===== config.mk =====
export PLATFORM = sky130hd
export DESIGN_NAME = add_serial_sched_flat
export DESIGN_NICKNAME = d
export VERILOG_FILES = /design/src/rtl/add_serial_pkg.sv /design/src/rtl/add_serial_sched_if.sv /design/src/rtl/add_serial_sched_rr_pick.sv /design/src/rtl/add_serial_sched.sv /design/src/flat_wrapper.sv
export SDC_FILE = /design/constraint.sdc
export NUM_CORES = 1
export LEC_CHECK = 0
export BUFFER_PORTS_ARGS = -buffer_cell sky130_fd_sc_hd__buf_4
export CORE_ASPECT_RATIO = 1.4
export CORE_MARGIN = 4
export CORE_UTILIZATION = 45
export CTS_BUF_LIST = sky130_fd_sc_hd__clkbuf_16
export DETAILED_ROUTE_END_ITERATION = 8
export PLACE_DENSITY_LB_ADDON = 0.25
export SLEW_MARGIN = 25
export SYNTH_ARGS = -nofsm -noshare
export SYNTH_HDL_FRONTEND = slang
export SYNTH_SLANG_ARGS = --single-unit
export TNS_END_PERCENT = 10

===== constraint.sdc =====
create_clock -name clk -period 1.8 [get_ports clk]
set_input_delay 0.18 -clock clk [delete_from_list [all_inputs] [get_ports clk]]
set_output_delay 0.18 -clock clk [all_outputs]
set_load 0.03 [all_outputs]

===== src/rtl/add_serial_pkg.sv =====
// Shared types and constants for the add_serial scheduler.
package add_serial_pkg;

    localparam int unsigned ADD_W              = 8;
    localparam int unsigned RESULT_LAT_DEFAULT = 11;

    typedef enum logic [1:0] {
        StIdle    = 2'd0,
        StLoad    = 2'd1,
        StWait    = 2'd2,
        StCapture = 2'd3
    } sched_state_e;

endpackage


===== src/rtl/add_serial_sched_if.sv =====
// Client and adder-side signal bundle of the add_serial scheduler.
interface add_serial_sched_if
    import add_serial_pkg::*;
#(
    parameter int unsigned NREQ = 4,
    parameter int unsigned IDW  = 2
) ();
    logic [NREQ-1:0]       req;
    logic [NREQ*ADD_W-1:0] a_in;
    logic [NREQ*ADD_W-1:0] b_in;
    logic [NREQ-1:0]       gnt;
    logic [NREQ-1:0]       rsp_valid;
    logic [ADD_W-1:0]      rsp_sum;
    logic [IDW-1:0]        rsp_id;
    logic                  busy;
    logic                  add_en;
    logic [ADD_W-1:0]      add_a;
    logic [ADD_W-1:0]      add_b;
    logic [ADD_W-1:0]      add_out;

    // master: clients plus the adder instance; slave: the scheduler
    modport master (
        output req, a_in, b_in, add_out,
        input  gnt, rsp_valid, rsp_sum, rsp_id, busy, add_en, add_a, add_b
    );

    modport slave (
        input  req, a_in, b_in, add_out,
        output gnt, rsp_valid, rsp_sum, rsp_id, busy, add_en, add_a, add_b
    );

endinterface


===== src/rtl/add_serial_sched_rr_pick.sv =====
// Combinational round-robin picker: first set request at or above the pointer, wrapping.
module rr_pick #(
    parameter int unsigned NREQ = 4,
    parameter int unsigned IDW  = 2
) (
    input  logic [NREQ-1:0] i_req,
    input  logic [IDW-1:0]  i_ptr,
    output logic            o_found,
    output logic [IDW-1:0]  o_idx
);

    int unsigned w_pos;

    always_comb begin
        o_found = 1'b0;
        o_idx   = '0;
        w_pos   = 0;
        for (int unsigned k = 0; k < NREQ; k++) begin
            w_pos = (int'(i_ptr) + k) % NREQ;
            if (!o_found && i_req[w_pos]) begin
                o_found = 1'b1;
                o_idx   = IDW'(w_pos);
            end
        end
    end

endmodule


===== src/rtl/add_serial_sched.sv =====
// Round-robin scheduler sharing one bit-serial add_serial adder among NREQ clients.
module add_serial_sched
    import add_serial_pkg::*;
#(
    parameter int unsigned NREQ       = 4,
    parameter int unsigned IDW        = 2,
    parameter int unsigned RESULT_LAT = RESULT_LAT_DEFAULT
) (
    input logic               clk,
    input logic               rst_n,
    add_serial_sched_if.slave bus
);

    localparam int unsigned CNT_W = $clog2(RESULT_LAT);

    sched_state_e     r_state;
    sched_state_e     w_state_d;
    logic [IDW-1:0]   r_cur_id;
    logic [IDW-1:0]   r_rr_ptr;
    logic [CNT_W-1:0] r_wcnt;
    logic [ADD_W-1:0] r_add_a;
    logic [ADD_W-1:0] r_add_b;
    logic [ADD_W-1:0] r_rsp_sum;
    logic [IDW-1:0]   r_rsp_id;
    logic             w_found;
    logic [IDW-1:0]   w_idx;

    rr_pick #(
        .NREQ (NREQ),
        .IDW  (IDW)
    ) u_rr_pick (
        .i_req   (bus.req),
        .i_ptr   (r_rr_ptr),
        .o_found (w_found),
        .o_idx   (w_idx)
    );

    always_ff @(posedge clk or negedge rst_n) begin
        if (!rst_n) begin
            r_state <= StIdle;
        end else begin
            r_state <= w_state_d;
        end
    end

    always_comb begin
        w_state_d = r_state;
        unique case (r_state)
            StIdle:    if (w_found) w_state_d = StLoad;
            StLoad:    w_state_d = StWait;
            StWait:    if (r_wcnt == CNT_W'(RESULT_LAT - 1)) w_state_d = StCapture;
            StCapture: w_state_d = StIdle;
            default:   w_state_d = StIdle;
        endcase
    end

    always_ff @(posedge clk or negedge rst_n) begin
        if (!rst_n) begin
            r_cur_id  <= '0;
            r_rr_ptr  <= '0;
            r_wcnt    <= '0;
            r_add_a   <= '0;
            r_add_b   <= '0;
            r_rsp_sum <= '0;
            r_rsp_id  <= '0;
        end else begin
            unique case (r_state)
                StIdle: begin
                    // Operands are frozen here; the adder rereads them while running.
                    if (w_found) begin
                        r_cur_id <= w_idx;
                        r_add_a  <= bus.a_in[ADD_W*w_idx +: ADD_W];
                        r_add_b  <= bus.b_in[ADD_W*w_idx +: ADD_W];
                    end
                end
                StLoad: r_wcnt <= CNT_W'(1);
                StWait: r_wcnt <= r_wcnt + 1'b1;
                StCapture: begin
                    r_rsp_sum <= bus.add_out;
                    r_rsp_id  <= r_cur_id;
                    r_rr_ptr  <= (r_cur_id == IDW'(NREQ - 1)) ? '0 : r_cur_id + 1'b1;
                end
                default: ;
            endcase
        end
    end

    // The response strobe carries the live sum so owner, id and data line up in one cycle.
    always_comb begin
        bus.gnt       = '0;
        bus.rsp_valid = '0;
        bus.busy      = 1'b0;
        bus.add_en    = 1'b0;
        bus.rsp_sum   = r_rsp_sum;
        bus.rsp_id    = r_rsp_id;
        if (r_state != StIdle) begin
            bus.gnt[r_cur_id] = 1'b1;
            bus.busy          = 1'b1;
        end
        if (r_state == StLoad || r_state == StCapture) begin
            bus.add_en = 1'b1;
        end
        if (r_state == StCapture) begin
            bus.rsp_valid[r_cur_id] = 1'b1;
            bus.rsp_sum             = bus.add_out;
            bus.rsp_id              = r_cur_id;
        end
    end

    assign bus.add_a = r_add_a;
    assign bus.add_b = r_add_b;

endmodule


===== src/flat_wrapper.sv =====
// flat-port wrapper written by rule: the top's interface ports become plain ports
module add_serial_sched_flat import add_serial_pkg::*;
#(
    parameter int unsigned NREQ       = 4,
    parameter int unsigned IDW        = 2,
    parameter int unsigned RESULT_LAT = RESULT_LAT_DEFAULT
)
  (clk, rst_n, bus_req, bus_a_in, bus_b_in, bus_add_out, bus_gnt, bus_rsp_valid, bus_rsp_sum, bus_rsp_id, bus_busy, bus_add_en, bus_add_a, bus_add_b);
  add_serial_sched_if #(.NREQ(NREQ), .IDW(IDW)) bus_i ();
  input logic clk;
  input logic rst_n;
  input wire logic [$bits(bus_i.req)-1:0] bus_req;
  input wire logic [$bits(bus_i.a_in)-1:0] bus_a_in;
  input wire logic [$bits(bus_i.b_in)-1:0] bus_b_in;
  input wire logic [$bits(bus_i.add_out)-1:0] bus_add_out;
  output wire logic [$bits(bus_i.gnt)-1:0] bus_gnt;
  output wire logic [$bits(bus_i.rsp_valid)-1:0] bus_rsp_valid;
  output wire logic [$bits(bus_i.rsp_sum)-1:0] bus_rsp_sum;
  output wire logic [$bits(bus_i.rsp_id)-1:0] bus_rsp_id;
  output wire logic [$bits(bus_i.busy)-1:0] bus_busy;
  output wire logic [$bits(bus_i.add_en)-1:0] bus_add_en;
  output wire logic [$bits(bus_i.add_a)-1:0] bus_add_a;
  output wire logic [$bits(bus_i.add_b)-1:0] bus_add_b;
  assign bus_i.req = bus_req;
  assign bus_i.a_in = bus_a_in;
  assign bus_i.b_in = bus_b_in;
  assign bus_i.add_out = bus_add_out;
  assign bus_gnt = bus_i.gnt;
  assign bus_rsp_valid = bus_i.rsp_valid;
  assign bus_rsp_sum = bus_i.rsp_sum;
  assign bus_rsp_id = bus_i.rsp_id;
  assign bus_busy = bus_i.busy;
  assign bus_add_en = bus_i.add_en;
  assign bus_add_a = bus_i.add_a;
  assign bus_add_b = bus_i.add_b;
  add_serial_sched #(.NREQ(NREQ), .IDW(IDW), .RESULT_LAT(RESULT_LAT)) u_core (.clk(clk), .rst_n(rst_n), .bus(bus_i));
endmodule

==> results of run 1 <==
-- cell usage after synthesis, drive strengths merged --
| master | instances | area (sq um) |
|---|---|---|
| clkbuf | 5 | 18.8 |
| nand2b | 3 | 18.8 |
| inv | 9 | 33.8 |
| buf | 7 | 58.8 |
| mux2 | 12 | 135 |
| nor3b | 2 | 20.0 |
| nand3b | 2 | 15.0 |
| o21a | 1 | 7.51 |
| o221ai | 16 | 190 |
| ha | 10 | 125 |
| a32oi | 1 | 8.76 |
| nor2 | 4 | 15.0 |
| o211ai | 1 | 12.5 |
| o22ai | 1 | 6.26 |
| nand2 | 23 | 86.3 |
| and2 | 4 | 25.0 |
| a21o | 2 | 15.0 |
| a211o | 1 | 8.76 |
| or2 | 2 | 12.5 |
| o31ai | 1 | 7.51 |
| nor2b | 4 | 25.0 |
| nand3 | 3 | 15.0 |
| dfrtp | 36 | 901 |
| o21ai | 6 | 30.0 |
| a21oi | 3 | 15.0 |
| mux2i | 33 | 330 |
-- worst paths after layout --
path,cells past startpoint,to,slack (ns),start
min in group asynchronous,2,u_core.r_rsp_sum[4]$_DFF_PN0_,0.39,rst_n
worst max-delay path,3,bus_rsp_sum[1],0.09,u_core.r_state[1]$_DFFE_PN0P_
worst max register to register,7,u_core.bus.add_a[4]$_DFFE_PN0P_,0.10,u_core.r_state[0]$_DFFE_PN0P_
worst min-delay path,2,u_core.r_rsp_sum[6]$_DFF_PN0_,0.15,bus_add_out[6]
worst min register to register,2,u_core.bus.add_a[2]$_DFFE_PN0P_,0.49,u_core.bus.add_a[2]$_DFFE_PN0P_
max in group asynchronous,2,u_core.r_state[0]$_DFFE_PN0P_,1.05,rst_n
-- area by class of cell --
class	count	area share
clock buffers	5	0.0381
inverters	9	0.0103
clock inverters	3	0.0118
repair buffers	123	0.291
multi-input cells	135	0.350
well taps	62	0.0236
flip-flops and latches	36	0.275
-- through the flow --
stage,instance area [sq um],cells,hold WS (ns)
floorplan,2140,192,-0.116
CTS,3260,372,0.142
finish,3290,373,0.149
global route,3290,373,0.148
global placement,3070,363,0.162
detailed placement,3070,363,0.166
-- power by group --
group / total (mW) / leakage [nW] / internal, mW / switching, mW
registers: 1.47 / 0.435 / 1.21 / 0.257
clock network: 0.970 / 0.0850 / 0.645 / 0.325
logic: 3.68 / 1.15 / 1.60 / 2.08
total: 6.12 / 1.67 / 3.46 / 2.67
-- state kept, by name, indices dropped and copies added, names as in the netlist --
register	flops
u_core.r_rsp_id	2
u_core.r_wcnt	4
u_core.r_rr_ptr	2
u_core.r_rsp_sum	8
u_core.r_state	2
u_core.r_cur_id	2
u_core.bus.add_a	8
u_core.bus.add_b	8
-- per-layer routing --
layer,part of all wire,track usage,wire (microns),up-vias
met2,0.56,0.387,3290,71
li1,-,-,-,927
met1,0.36,0.226,2140,932
met3,0.070,0.0553,412,7
met5,0,0,0,-
met4,0.010,0.0758,59,0
-- kinds of logic after synthesis --
logic type                 count (synthesis)
adders and majority gates                 10
muxes                                     45
and+or+nand+nor                           47
DFF                                       36
buffers and inverters                     21
AOI/OAI and AO/OA                         33
-- repair_timing --
item | 4_1_cts | 5_1_grt
resized for setup | 3 | 4
pin swaps | 0 | 1
endpoints found under the setup margin | 16 | 21
hold buffers | 1 | 0
hold endpoints to repair | 36 | 0
gates cloned | 0 | 1
==> flow_metrics.py, run 1 <==
metrics = {
    "cts": {
        "cts_setup_buffers": 0,
        "cts.clk_slew.worst_paths_ns": 0.06,
        "cts_htree_levels": 2,
        "clk_path_buf_depth": 2,
        "cts_tree": "yes",
        "clk_latency_ns": 0.28,
        "cts.sinks": 36,
        "numCtsBuffers": 5,
        "cts_root_buffer": "clkbuf_16",
    },
    "synth": {
        "syn-num-nets": 280,
        "ys_seq_area_frac": 0.422,
        "synth_top_family_by_area": "multiplexers",
        "synth-adder-area-share": 0.0585,
        "postSynthCellCount": 192,
        "synth-warning-count": 0,
        "synth_compound_area_frac": 0.141,
        "ys_ff_latch": 36,
        "syn_area_per_cell_sq_um": 11.1,
        "syn_area_sq_um": 2140,
        "synthSimpleGateAreaFrac": 0.109,
        "synth_xor_area_frac": 0,
        "synth.mux.area_fraction": 0.218,
        "ys_types": 32,
    },
    "worst_setup_path": {
        "critical_path_class": "register to output pin",
        "cp.arrival_ns": 1.53,
        "crit_family": "flip-flops",
        "startpoint_type": "register",
        "path_max_fanout": 17,
        "worst-path-buf-inv": 1,
        "path_cells": "ha_4 -> mux2_2 -> buf_4",
        "crit_slowest_cell": "dfrtp_2",
        "cp_slowest_stage_delay_ns": 0.41,
        "worst_ep_required_time_ns": 1.62,
        "cp-end-kind": "output pin",
    },
    "detailed_routing": {
        "totalWireLength_microns": 5910,
        "via_per_inst": 5.19,
        "route.detailed.drc": 0,
        "drt_first_pass_iters": 4,
        "drtIter0Drc": 61,
        "vias": 1937,
        "wl_per_cell_microns": 15.8,
        "antenna_left": 0,
    },
    "power_and_ir_drop": {
        "power.total_mw": 6.12,
        "power.density_nw_per_um2": 1860,
        "p_leak_nw": 1.67,
        "ir_worst_vdd_mv": 1.01,
    },
    "floorplan": {
        "dieHeight_microns": 89.5,
        "pin_count": 114,
        "rows": 29,
        "die_area_sq_um": 5930,
        "fp.coreArea_sq_um": 4570,
        "start_util": 0.467,
        "die_x_microns": 66.2,
    },
    "sta": {
        "hold_viol": 0,
        "skew_ns": 0.00693,
        "timing.fmax_mhz": 585,
        "tns_ns": 0,
        "period_needed_ns": 1.71,
        "setup_ws_ns": 0.0910,
        "final_max_slew_viol_count": 0,
        "worst_pin_slew_ns": 0.465,
        "setup_viol": 0,
        "period_share": 0.949,
        "relSlewSlack": 0.690,
    },
    "finish": {
        "syn2layout_area_growth_pct": 53.7,
        "fin_util": 0.719,
        "drive_gt1_frac": 0.511,
        "seq_area_sq_um": 905,
        "layout_common_cells": "120 x buf_4, 33 x dfrtp_1, 32 x mux2i_1",
        "fillerInstances": 373,
        "multi_input_area_sq_um": 1150,
        "layout_commonest_cell": "buf_4",
        "fin_nets": 398,
        "diodes": 0,
    },
    "place": {
        "place_ws_ns": 0.0142,
        "hpwl_microns": 4520,
        "gp_congestion": 0.752,
        "portBuffers": 113,
    },
    "grt": {
        "grtUsageTotal": 0.209,
        "grt_max_degree": 37,
        "grt_pass1_vias": 2086,
        "grt-ovfl-total": 0,
        "antenna_found_initial": 0,
        "grt_pass1_wl_microns": 9500,
    },
    "job": {
        "cap_violations": 0,
    },
    "worst_hold_path": {
        "hold_class": "primary input to register",
    },
    "outcome": {
        "status": "finished, final reports clean",
    },
}
Power figures use the tool's default switching activity.
==> run 2, diff against run 1 <==
==> constraint.sdc (replaced) <==
create_clock -name clk -period 1.95 [get_ports clk]
set_input_delay 0.195 -clock clk [delete_from_list [all_inputs] [get_ports clk]]
set_output_delay 0.195 -clock clk [all_outputs]
set_load 0.03 [all_outputs]
==> flow_metrics.py, run 2 (synthesized netlist as in run 1, its figures left out) <==
metrics = {
    "sta": {
        "setup_ws_ns": 0.161,
        "timing.fmax_mhz": 559,
        "rsz0062_at_grt": "no",
        "setup_viol": 0,
        "hold_viol": 0,
        "final_max_slew_viol_count": 0,
        "relSlewSlack": 0.699,
        "period_share": 0.917,
        "worst_pin_slew_ns": 0.452,
        "period_needed_ns": 1.79,
        "skew_ns": 0.00335,
        "tns_ns": 0,
    },
    "finish": {
        "fillerInstances": 388,
        "layout_common_cells": "121 x buf_4, 36 x dfrtp_1, 33 x mux2i_1",
        "final_cells": 373,
        "layout_commonest_cell": "buf_4",
        "drive_gt1_frac": 0.482,
        "diodes": 0,
        "fin_nets": 398,
        "syn2layout_area_growth_pct": 50.7,
    },
    "floorplan": {
        "dieHeight_microns": 89.5,
        "die_area_sq_um": 5930,
        "start_util": 0.467,
        "fp.coreArea_sq_um": 4570,
        "die_x_microns": 66.2,
        "pin_count": 114,
        "rows": 29,
    },
    "worst_setup_path": {
        "path_max_fanout": 12,
        "path_cells": "ha_1 -> buf_4 -> mux2_2 -> buf_4",
        "startpoint_type": "register",
        "cp.arrival_ns": 1.59,
        "worst-path-buf-inv": 2,
        "critical_path_class": "register to output pin",
        "cp-end-kind": "output pin",
        "crit_family": "flip-flops",
        "crit_slowest_cell": "dfrtp_1",
        "worst_ep_required_time_ns": 1.75,
        "cpMostUsedCell": "buf_4",
        "cp_slowest_stage_delay_ns": 0.39,
    },
    "cts": {
        "clk_path_buf_depth": 2,
        "clk_latency_ns": 0.27,
        "cts_htree_levels": 2,
        "numCtsBuffers": 5,
        "cts.sinks": 36,
        "ctsHoldBuffers": 1,
        "cts_tree": "yes",
        "cts.clk_slew.worst_paths_ns": 0.05,
        "cts_root_buffer": "clkbuf_16",
        "cts_setup_buffers": 0,
        "post_cts_resized": 0,
    },
    "detailed_routing": {
        "drtIter0Drc": 68,
        "antenna_left": 0,
        "dr_wl_met3_microns": 434,
        "via_per_inst": 5.09,
        "drt_first_pass_iters": 4,
        "top_layer_used": "met4",
        "m1WireLength_microns": 1920,
        "met2_length_microns": 2890,
        "totalWireLength_microns": 5330,
        "vias": 1897,
        "route.detailed.drc": 0,
        "wl_per_cell_microns": 14.3,
    },
    "grt": {
        "grt_max_degree": 37,
        "grt_pass1_vias": 2040,
        "grtUsageTotal": 0.199,
        "grt-ovfl-total": 0,
        "antenna_found_initial": 0,
        "grt_pass1_wl_microns": 9130,
    },
    "worst_hold_path": {
        "hold_class": "primary input to register",
    },
    "place": {
        "place_ws_ns": 0.214,
        "hpwl_microns": 4300,
        "portBuffers": 113,
        "dp.cells": 364,
        "gp_congestion": 0.715,
    },
    "outcome": {
        "status": "finished, final reports clean",
    },
    "power_and_ir_drop": {
        "power.density_nw_per_um2": 1660,
        "p_leak_nw": 1.66,
        "ir_worst_vdd_mv": 0.880,
    },
    "job": {
        "cap_violations": 0,
    },
}
run 2: cell types whose count changed in the layout (fill, tap and decap cells not counted), moves of 2 or more:
cell     before  now
inv_1         8   11
dfrtp_1      33   36
inv_2         2    0
dfrtp_2       3    0
run 2: layer usage:
metal | vias to the layer above | global-route usage
met5 | - | 0
met3 | 9 | 0.0516
li1 | 926 | -
met4 | 0 | 0.0665
met1 | 889 | 0.224
met2 | 73 | 0.361
run 2: where the power goes:
group | internal (mW) | total [mW] | leakage [nW] | switching [mW]
Clock | 0.459 | 0.731 | 0.0738 | 0.273
Sequential | 1.11 | 1.35 | 0.438 | 0.232
Combinational | 1.42 | 3.27 | 1.15 | 1.85
run 2: per-stage QoR:
step                      hold slack [ns]  area, sq um  utilization  total power [mW]
after floorplan                    -0.101         2140            -              3.55
final                               0.171         3220        0.704              5.35
after detailed placement            0.181         3070        0.672              4.67
after global routing                0.174         3220        0.704              5.74
after global placement              0.177         3070        0.672              4.61
after CTS                           0.165         3220        0.704              5.43
run 2: area by class of cell:
class                      instances  area (sq um)  share of cell area
clock buffer                       5           125              0.0389
timing repair buffer             123           938               0.291
clock inverter                     3          11.3             0.00350
tap                               62          77.6              0.0241
sequential                        36           901               0.280
multi-input combinational        135          1130               0.352
inverter                           9          33.8              0.0105
run 2: final timing paths:
kind / from / to / slack, ns / depth (start not counted)
max: u_core.r_state[0]$_DFFE_PN0P_ / bus_rsp_sum[6] / 0.16 / 4
min: bus_add_out[0] / u_core.r_rsp_sum[0]$_DFF_PN0_ / 0.17 / 2
max reg2reg: u_core.r_rr_ptr[1]$_DFFE_PN0P_ / u_core.bus.add_b[0]$_DFFE_PN0P_ / 0.20 / 6
min reg2reg: u_core.bus.add_b[7]$_DFFE_PN0P_ / u_core.bus.add_b[7]$_DFFE_PN0P_ / 0.49 / 2
max in group asynchronous: rst_n / u_core.r_wcnt[2]$_DFFE_PN0P_ / 1.21 / 2
min in group asynchronous: rst_n / u_core.r_rsp_sum[5]$_DFF_PN0_ / 0.42 / 2
==> run 3, diff against run 2 <==
==> constraint.sdc (replaced) <==
create_clock -name clk -period 2 [get_ports clk]
set_input_delay 0.2 -clock clk [delete_from_list [all_inputs] [get_ports clk]]
set_output_delay 0.2 -clock clk [all_outputs]
set_load 0.03 [all_outputs]
==> flow_metrics.py, run 3 (synthesized netlist as in run 1, its figures left out) <==
metrics = {
    "outcome": {
        "status": "finished, final reports clean",
    },
    "sta": {
        "skew_ns": 0.00322,
        "relSlewSlack": 0.694,
        "hold_viol": 0,
        "setup_ws_ns": 0.213,
        "worst_pin_slew_ns": 0.459,
        "final_max_slew_viol_count": 0,
        "timing.fmax_mhz": 560,
        "tns_ns": 0,
        "setup_viol": 0,
        "period_share": 0.893,
        "rsz0062_at_grt": "no",
        "period_needed_ns": 1.79,
    },
    "worst_setup_path": {
        "regToRegEndpoint": "u_core.bus.add_a[7]$_DFFE_PN0P_",
        "cp_slowest_stage_delay_ns": 0.39,
        "cp.arrival_ns": 1.59,
        "rrSetupSlack_ns": 0.22,
        "rr_startpoint": "u_core.r_state[0]$_DFFE_PN0P_",
        "crit_slowest_cell": "dfrtp_1",
        "path_max_fanout": 12,
        "startpoint": "u_core.r_state[0]$_DFFE_PN0P_",
        "worst_ep_required_time_ns": 1.80,
        "path_cells": "ha_1 -> buf_4 -> mux2_2 -> buf_4",
        "cp-endpoint": "bus_rsp_sum[3]",
        "reg2reg_depth": 8,
        "cp-end-kind": "output pin",
        "startpoint_type": "register",
        "critical_path_class": "register to output pin",
        "cpMostUsedCell": "buf_4",
    },
    "detailed_routing": {
        "antenna_left": 0,
        "route.detailed.drc": 0,
        "totalWireLength_microns": 5510,
        "wl_per_cell_microns": 14.8,
        "via_per_inst": 5.11,
        "drtIter0Drc": 88,
        "vias": 1905,
        "drt_first_pass_iters": 4,
    },
    "place": {
        "place_ws_ns": 0.273,
        "gp_congestion": 0.721,
        "placed_area_sq_um": 3070,
        "portBuffers": 113,
        "dp.cells": 364,
        "hpwl_microns": 4410,
    },
    "power_and_ir_drop": {
        "power.switching_mw": 2.33,
        "combinationalPowerShare": 0.611,
        "internal_power_mw": 2.93,
        "pwr-share-seq": 0.250,
        "p_leak_nw": 1.66,
        "power_frac_clock": 0.138,
        "power.density_nw_per_um2": 1630,
        "ir_worst_vdd_mv": 0.867,
        "swShare": 0.443,
    },
    "floorplan": {
        "fp.coreArea_sq_um": 4570,
        "dieHeight_microns": 89.5,
        "die_area_sq_um": 5930,
        "start_util": 0.467,
        "rows": 29,
        "pin_count": 114,
        "die_x_microns": 66.2,
    },
    "finish": {
        "diodes": 0,
        "syn2layout_area_growth_pct": 50.8,
        "layout_common_cells": "121 x buf_4, 36 x dfrtp_1, 33 x mux2i_1",
        "fin_nets": 398,
        "drive_gt1_frac": 0.489,
        "fin_area_sq_um": 3220,
        "layout_commonest_cell": "buf_4",
        "fillerInstances": 381,
        "final_cells": 373,
        "fin_util": 0.705,
    },
    "grt": {
        "grt_pass1_wl_microns": 9260,
        "grt-ovfl-total": 0,
        "grtUsageTotal": 0.202,
        "grt_max_degree": 37,
        "grt_pass1_vias": 2072,
        "antenna_found_initial": 0,
    },
    "job": {
        "cap_violations": 0,
    },
    "cts": {
        "cts.sinks": 36,
        "clk_latency_ns": 0.27,
        "ctsHoldBuffers": 1,
        "post_cts_resized": 0,
        "cts_root_buffer": "clkbuf_16",
        "numCtsBuffers": 5,
        "cts_setup_buffers": 0,
        "cts_tree": "yes",
        "cts_htree_levels": 2,
        "cts.clk_slew.worst_paths_ns": 0.05,
        "clk_path_buf_depth": 2,
    },
    "worst_hold_path": {
        "min_path_cells": 2,
        "hold_class": "primary input to register",
    },
}
==> run 3: changes by cell type in the layout (fill, tap and decap cells not counted), sizes merged <==
cell,delta
inv,-2
clkinv,+2
==> run 3: through the flow <==
step	hold WS, ns	power [mW]
final	0.175	5.25
after global routing	0.174	5.61
after CTS	0.172	5.32
after detailed placement	0.185	4.57
after global placement	0.182	4.49
after floorplan	-0.0956	3.46
==> run 3: worst min path at each step <==
stage,start,endpoint,slack [ns]
2_1_floorplan,rst_n,u_core.bus.add_a[0]$_DFFE_PN0P_,-0.1
3_5_place_dp,rst_n,u_core.r_rsp_sum[5]$_DFF_PN0_,0.18
4_1_cts,bus_add_out[1],u_core.r_rsp_sum[1]$_DFF_PN0_,0.17
6_report,bus_add_out[1],u_core.r_rsp_sum[1]$_DFF_PN0_,0.18
3_3_place_gp,rst_n,u_core.r_rsp_sum[5]$_DFF_PN0_,0.18
5_1_grt,bus_add_out[1],u_core.r_rsp_sum[1]$_DFF_PN0_,0.17
==> run 3: cell type report <==
type / count / area, sq um / area share
clock buffer: 5 / 125 / 0.0388
clock inverter: 3 / 13.8 / 0.00427
inverter: 9 / 33.8 / 0.0105
multi-input combinational: 135 / 1130 / 0.352
sequential: 36 / 901 / 0.280
tap: 62 / 77.6 / 0.0241
timing repair buffer: 123 / 938 / 0.291
==> run 3: power by group through the flow <==
stage          Sequential (mW)  Combinational, mW  Clock [mW]
2_1_floorplan             1.58               1.88           0
3_3_place_gp              1.31               3.19           0
3_5_place_dp              1.32               3.24           0
4_1_cts                   1.32               3.25       0.740
5_1_grt                   1.36               3.47       0.771
6_report                  1.32               3.21       0.725
==> run 3: critical path, delay by kind of cell, from the launching register on <==
kind / cells / cell delay (ns)
flip-flops: 1 / 0.39
multiplexers: 1 / 0.36
buffers and inverters: 2 / 0.36
adder cells (fa/ha/maj): 1 / 0.19
==> run 3: per-layer routing <==
layer	vias to the layer above	global-route usage	wire, microns
li1	923	-	-
met1	894	0.228	2070
met2	77	0.356	2910
met3	11	0.0528	392
met4	0	0.0869	132
met5	-	0	0
